File: config.mk
export PLATFORM = sky130hd
export DESIGN_NAME = multicast_fork
export DESIGN_NICKNAME = d
export VERILOG_FILES = /design/src/rtl/multicast_fork_pkg.sv /design/src/rtl/multicast_fork.sv
export SDC_FILE = /design/constraint.sdc
export NUM_CORES = 1
export LEC_CHECK = 0
export BUFFER_PORTS_ARGS = -buffer_cell sky130_fd_sc_hd__buf_2
export CORE_UTILIZATION = 30
export CTS_CLUSTER_DIAMETER = 80
export DETAILED_ROUTE_END_ITERATION = 7
export PLACE_DENSITY = 0.58
export SYNTH_ARGS = -nofsm -noshare
export SYNTH_HDL_FRONTEND = slang
export SYNTH_SLANG_ARGS = --single-unit
export TNS_END_PERCENT = 30
File: constraint.sdc
create_clock -name clk_i -period 3.2 [get_ports clk_i]
set_input_delay 0.48 -clock clk_i [delete_from_list [all_inputs] [get_ports clk_i]]
set_output_delay 0.48 -clock clk_i [all_outputs]
set_load 0.05 [all_outputs]
File: src/rtl/multicast_fork_pkg.sv
// Shared types for the multicast fork: the three-state controller encoding.
package multicast_fork_pkg;

  typedef enum logic [1:0] {
    IDLE = 2'd0,
    FORK = 2'd1,
    ERR  = 2'd2
  } fork_state_e;

endpackage

File: src/rtl/multicast_fork.sv
// Multicast fork: registers one decoded request and replays it to every selected
// port; requests matching no port are diverted to the error port instead.
module multicast_fork
  import multicast_fork_pkg::*;
#(
  parameter int unsigned NoOutputs = 32'd2,
  parameter type         addr_t    = logic,
  parameter type         payload_t = logic
) (
  input  logic                  clk_i,
  input  logic                  rst_ni,
  input  logic                  valid_i,
  output logic                  ready_o,
  input  logic [NoOutputs-1:0]  select_i,
  input  addr_t [NoOutputs-1:0] addr_i,
  input  addr_t [NoOutputs-1:0] mask_i,
  input  payload_t              payload_i,
  output logic [NoOutputs-1:0]  valid_o,
  input  logic [NoOutputs-1:0]  ready_i,
  output addr_t [NoOutputs-1:0] addr_o,
  output addr_t [NoOutputs-1:0] mask_o,
  output payload_t              payload_o,
  output logic                  err_valid_o,
  input  logic                  err_ready_i
);

  fork_state_e           state_q, state_d;
  logic [NoOutputs-1:0]  pending_q, pending_d;
  addr_t [NoOutputs-1:0] addr_q, addr_d, mask_q, mask_d;
  payload_t              payload_q, payload_d;
  logic                  last_hs;

  always_comb begin
    valid_o     = '0;
    err_valid_o = 1'b0;
    ready_o     = 1'b0;
    last_hs     = 1'b0;
    state_d     = state_q;
    pending_d   = pending_q;
    addr_d      = addr_q;
    mask_d      = mask_q;
    payload_d   = payload_q;

    case (state_q)
      FORK: begin
        valid_o   = pending_q;
        pending_d = pending_q & ~ready_i;
        last_hs   = (pending_d == '0);
      end
      ERR: begin
        err_valid_o = 1'b1;
        last_hs     = err_ready_i;
      end
      default: ready_o = 1'b1;
    endcase

    // Draining the register frees it in the same cycle, so a waiting request
    // can be captured without a bubble.
    if (last_hs) begin
      ready_o   = 1'b1;
      state_d   = IDLE;
      pending_d = '0;
      addr_d    = '0;
      mask_d    = '0;
      payload_d = '0;
    end

    if (valid_i && ready_o) begin
      pending_d = select_i;
      addr_d    = addr_i;
      mask_d    = mask_i;
      payload_d = payload_i;
      state_d   = (select_i != '0) ? FORK : ERR;
    end
  end

  always_ff @(posedge clk_i or negedge rst_ni) begin
    if (!rst_ni) begin
      state_q   <= IDLE;
      pending_q <= '0;
      addr_q    <= '0;
      mask_q    <= '0;
      payload_q <= '0;
    end else begin
      state_q   <= state_d;
      pending_q <= pending_d;
      addr_q    <= addr_d;
      mask_q    <= mask_d;
      payload_q <= payload_d;
    end
  end

  // Held data is zeroed whenever the register empties, so no output gating needed.
  assign addr_o    = addr_q;
  assign mask_o    = mask_q;
  assign payload_o = payload_q;

`ifndef COMMON_CELLS_ASSERTS_OFF
  a_no_outputs : assert property (@(posedge clk_i) NoOutputs > 0);

  a_payload_stable : assert property (@(posedge clk_i) disable iff (!rst_ni)
    (|(valid_o & ~ready_i)) |=> $stable(payload_o));

  for (genvar i = 0; i < NoOutputs; i++) begin : g_asrt
    a_valid_held : assert property (@(posedge clk_i) disable iff (!rst_ni)
      (valid_o[i] && !ready_i[i]) |=> valid_o[i]);
  end
`endif

endmodule
Word level (Yosys, flattened, before mapping)
Cells that the tools add are included.

operators by class
  equality and inequality tests = 2
  reduce and logical (&&, ||, !) cells = 6
  multiplexer cells = 15
  bitwise gates (word level) = 2

operators by type and width
  cell                count
  $mux 2              9
  $mux 1              5
  $reduce_bool 2->1   2
  $reduce_bool 3->1   1
  $and 2x2->2         1
  $eq 2x1->1 const B  1
  $eq 2x2->1 const B  1
  $logic_not 2->1     1
  $not 2->2           1
  $pmux 1 s2          1
  $reduce_or 2->1     1
  $logic_and 1x1->1   1

storage, ports and cells
  flip-flop bits (word level) = 9
  input port bits = 13
  output and inout port bits = 9

Longest topological paths before layout
  depth after elaboration = 7
  depth in mapped cells = 5
  depth with buffers taken out = 5

Least setup slack after synthesis
OpenSTA, ideal clock, no wires.

  kind = flip-flop to output port
  start point = reg state_q[1]
  end point = out ready_o
  data arrival time = 1.754 ns
  required time = 2.720 ns
  path slack = 0.966 ns
  cell stages (with the launch flop) = 5
  path buffers = 0
  path through = dfrtp_1 > ha_1 > and2_1 > a311oi_4 > inv_1

on the way
  cells in the longest elaborated chain, start to end = 4
  elaborated cells on any way between the ends = 6
  classes of those cells = eq/ne (2); mux (3); reduce/logical (1)

ends and longest elaborated chain
  item                                      RTL line              source
  start, declared                           multicast_fork.sv:27  fork_state_e state_q, state_d;
  start signal, assigned                    multicast_fork.sv:85  state_q <= state_d;
  $eq 2x2->1 or $eq 2x1->1 (tied branches)  multicast_fork.sv:44  case (state_q)
  $reduce_or 2->1 (no source line)          n/a
  $mux 1                                    multicast_fork.sv:44
  $mux 1 (*)                                multicast_fork.sv:59  if (last_hs) begin
  end, declared                             multicast_fork.sv:13  output logic ready_o,

Every way passes the cells marked *; elsewhere a longest branch is shown, timed or not.

Worst setup path after layout
Ends and elaborated chain as after synthesis.

==> impl_metrics.ini <==
[run_status]
outcome = complete, no violations

[drt]
firstDrtPassIters = 4
postRouteAntennaNets = 0
wl_um = 1220
drt_iter0_markers = 4
wire_per_inst_um = 11.6
drt_drc_violations_left = 0
avgViaCountPerCell = 4.79
vias = 503

[floorplanning]
start_util_pct = 33.2
die_w_um = 46.4
core_area_mm2 = 0.00178
num_rows = 15
die-area_mm2 = 0.00215
die_h_um = 46.4
io_pins = 22

[clock_network]
clkSlewWorstSetupHoldPaths_ns = 0.06
cts-htree-levels = 1
cts.sinks = 9
cts_buffers = 3
postCtsSetupBuffers = 0
ctsResizeCount = 0
cts_tree = done
clock_latency_ns = 0.25
ctsHoldBuffers = 0
cts_root_buf = clkbuf_4
clockBufferDepth = 2

[power]
power.total_mw = 0.879
irDropWorstVdd_mv = 0.389
leakage_nw = 0.384
p_per_area_mw_per_mm2 = 1170

[worst_setup_path]
critPathTopFamily = compound AO/OA/AOI/OAI gates
startpoint_type = flop
critPathMaxFanout = 10
required_ns = 2.72
cp_num_buf_inv = 2
path_class = reg2out
crit_path_end_kind = primary output
critPathArrivalTime_ns = 1.87
worst_path_largest_cell_delay_ns = 0.52
cp_slowest_cell = a311oi_4
cp_cell_sequence = ha_1 -> and2_1 -> a311oi_4 -> inv_1 -> buf_2

[synthesis]
synth_simple_gate_area_share_pct = 20.9
synthAdderAreaFrac_pct = 4.23
synth-xor-area-share_pct = 0
synthesis.area_um2 = 592
avgSynthCellArea_um2 = 10.6
synth_top_area_share_pct = 38.1
synthMuxAreaShare_pct = 11.0
synth_area_leaders = dfrtp_1 (38%), a221o_1 (10%), mux2i_1 (8.5%), nand2b_4 (4.7%), a311oi_4 (4.4%)
synth_cells = 56
yosys_warnings = 0
ys_seq_area_share_pct = 38.1
synth_largest_area_cell = dfrtp_1
synth.distinct_cells = 22
synth_seq_cells = 9
synth_nets = 71
synth-compound-area-share_pct = 22.4
synth_top_family_by_area = compound AO/OA/AOI/OAI gates

[timing]
finalSetupViolCount = 0
finalSetupTns_ns = 0
finalCriticalPeriod_ns = 2.35
tightestPinTransition_ns = 0.529
relSlewSlack_pct = 64.7
rsz0062_at_grt = false
drv_slew = 0
fin_skew_ns = 0.000345
fmax_mhz = 426
fin_crit_sh_pct = 73.4
holdWs_ns = 0.0652
hold_violations = 0

[grt]
grt_pass1_wl_um = 1940
grt_max_degree = 14
grt.overflow.total = 0
gr-usage-met2_pct = 20.0
top_usage_layer = met2
antenna_found_initial = 0
use_met3_pct = 3.14
grt_pass1_vias = 467
gr-usage-met1_pct = 17.1
grt_use_total_pct = 13.0

[hold_path]
min_path_type = in2async

[cells_and_area]
num_antenna_cells = 0
nFillCells = 188
layout_common_cells = buf_2 (21), dfrtp_1 (9), nor2_1 (6), a221o_1 (6), nand2_1 (6)
syn_to_final_growth_pct = 26.6
nets = 96
drive_above_1_share_pct = 40.0
layout_commonest_cell = buf_2
final_util_pct = 42.0
layoutNonFillerInstCount = 105

[placed_design]
dp_cells = 101
hpwl_um = 940
gp_congestion = 0.739
portBuffers = 21

[flow_run]
cap_violations = 0
[Yosys cell counts (all sizes together)]
master  count
inv         4
dfrtp       9
nand2b      3
or3b        1
nand2       6
and3        1
nor2        6
a221o       6
mux2i       5
buf         1
a21oi       1
mux2        1
o32ai       3
ha          2
a41o        1
and4        1
o21ai       1
and2        3
a311oi      1
[state kept, by name, summed over array words and instances, names as in the netlist]
signal,cells
mask_o,2
payload_o,1
state_q,2
pending_q,2
addr_o,2
[per-layer routing]
| layer | wire length [um] | part of all wire, % | vias up |
|---|---|---|---|
| li1 | - | - | 261 |
| met1 | 626 | 51 | 219 |
| met2 | 489 | 40 | 21 |
| met3 | 89 | 7.3 | 2 |
| met4 | 15 | 1.2 | 0 |
| met5 | 0 | 0 | - |
[layout make-up]
| class | instances | area, um2 | area share (%) |
|---|---|---|---|
| inverter | 4 | 15.0 | 2.00 |
| multi-input combinational | 42 | 347 | 46.2 |
| tap | 25 | 31.3 | 4.17 |
| timing repair buffer | 21 | 105 | 14.0 |
| sequential | 9 | 225 | 30.1 |
| clock buffer | 4 | 26.3 | 3.51 |
[power by group]
part / switching (mW) / internal (mW) / leakage (nW) / total, mW
clock: 0.0380 / 0.0480 / 0.0150 / 0.0860
sequential: 0.0438 / 0.170 / 0.112 / 0.214
combinational: 0.387 / 0.192 / 0.257 / 0.579
total: 0.469 / 0.410 / 0.384 / 0.879
[metrics by stage]
step | setup slack, ns | cell area (um2)
floorplan | 0.966 | 592
global placement | 1.14 | 723
detailed placement | 1.14 | 723
CTS | 0.829 | 749
global route | 0.738 | 749
finish | 0.852 | 749
[final timing paths]
check                      startpoint    endpoint  slack (ns)  cells after the start
min in group clk_i          mask_i[0]   mask_o[0]        0.47                      2
max in group asynchronous      rst_ni  state_q[0]        2.96                      1
hold / removal                 rst_ni   mask_o[1]        0.07                      1
hold reg to reg             payload_o   payload_o        0.54                      1
setup / recovery           state_q[1]     ready_o        0.85                      5
setup reg to reg           state_q[1]   addr_o[0]        1.58                      4
[cell families (layout without fill, tap and decap cells)]
family | Yosys count | after routing
buffers and inverters | 5 | 29
adders and majority gates | 2 | 2
AOI/OAI and AO/OA | 13 | 13
DFF | 9 | 9
and+or+nand+nor | 21 | 21
muxes | 6 | 6
Note: power is estimated with default switching activity, not from simulation.
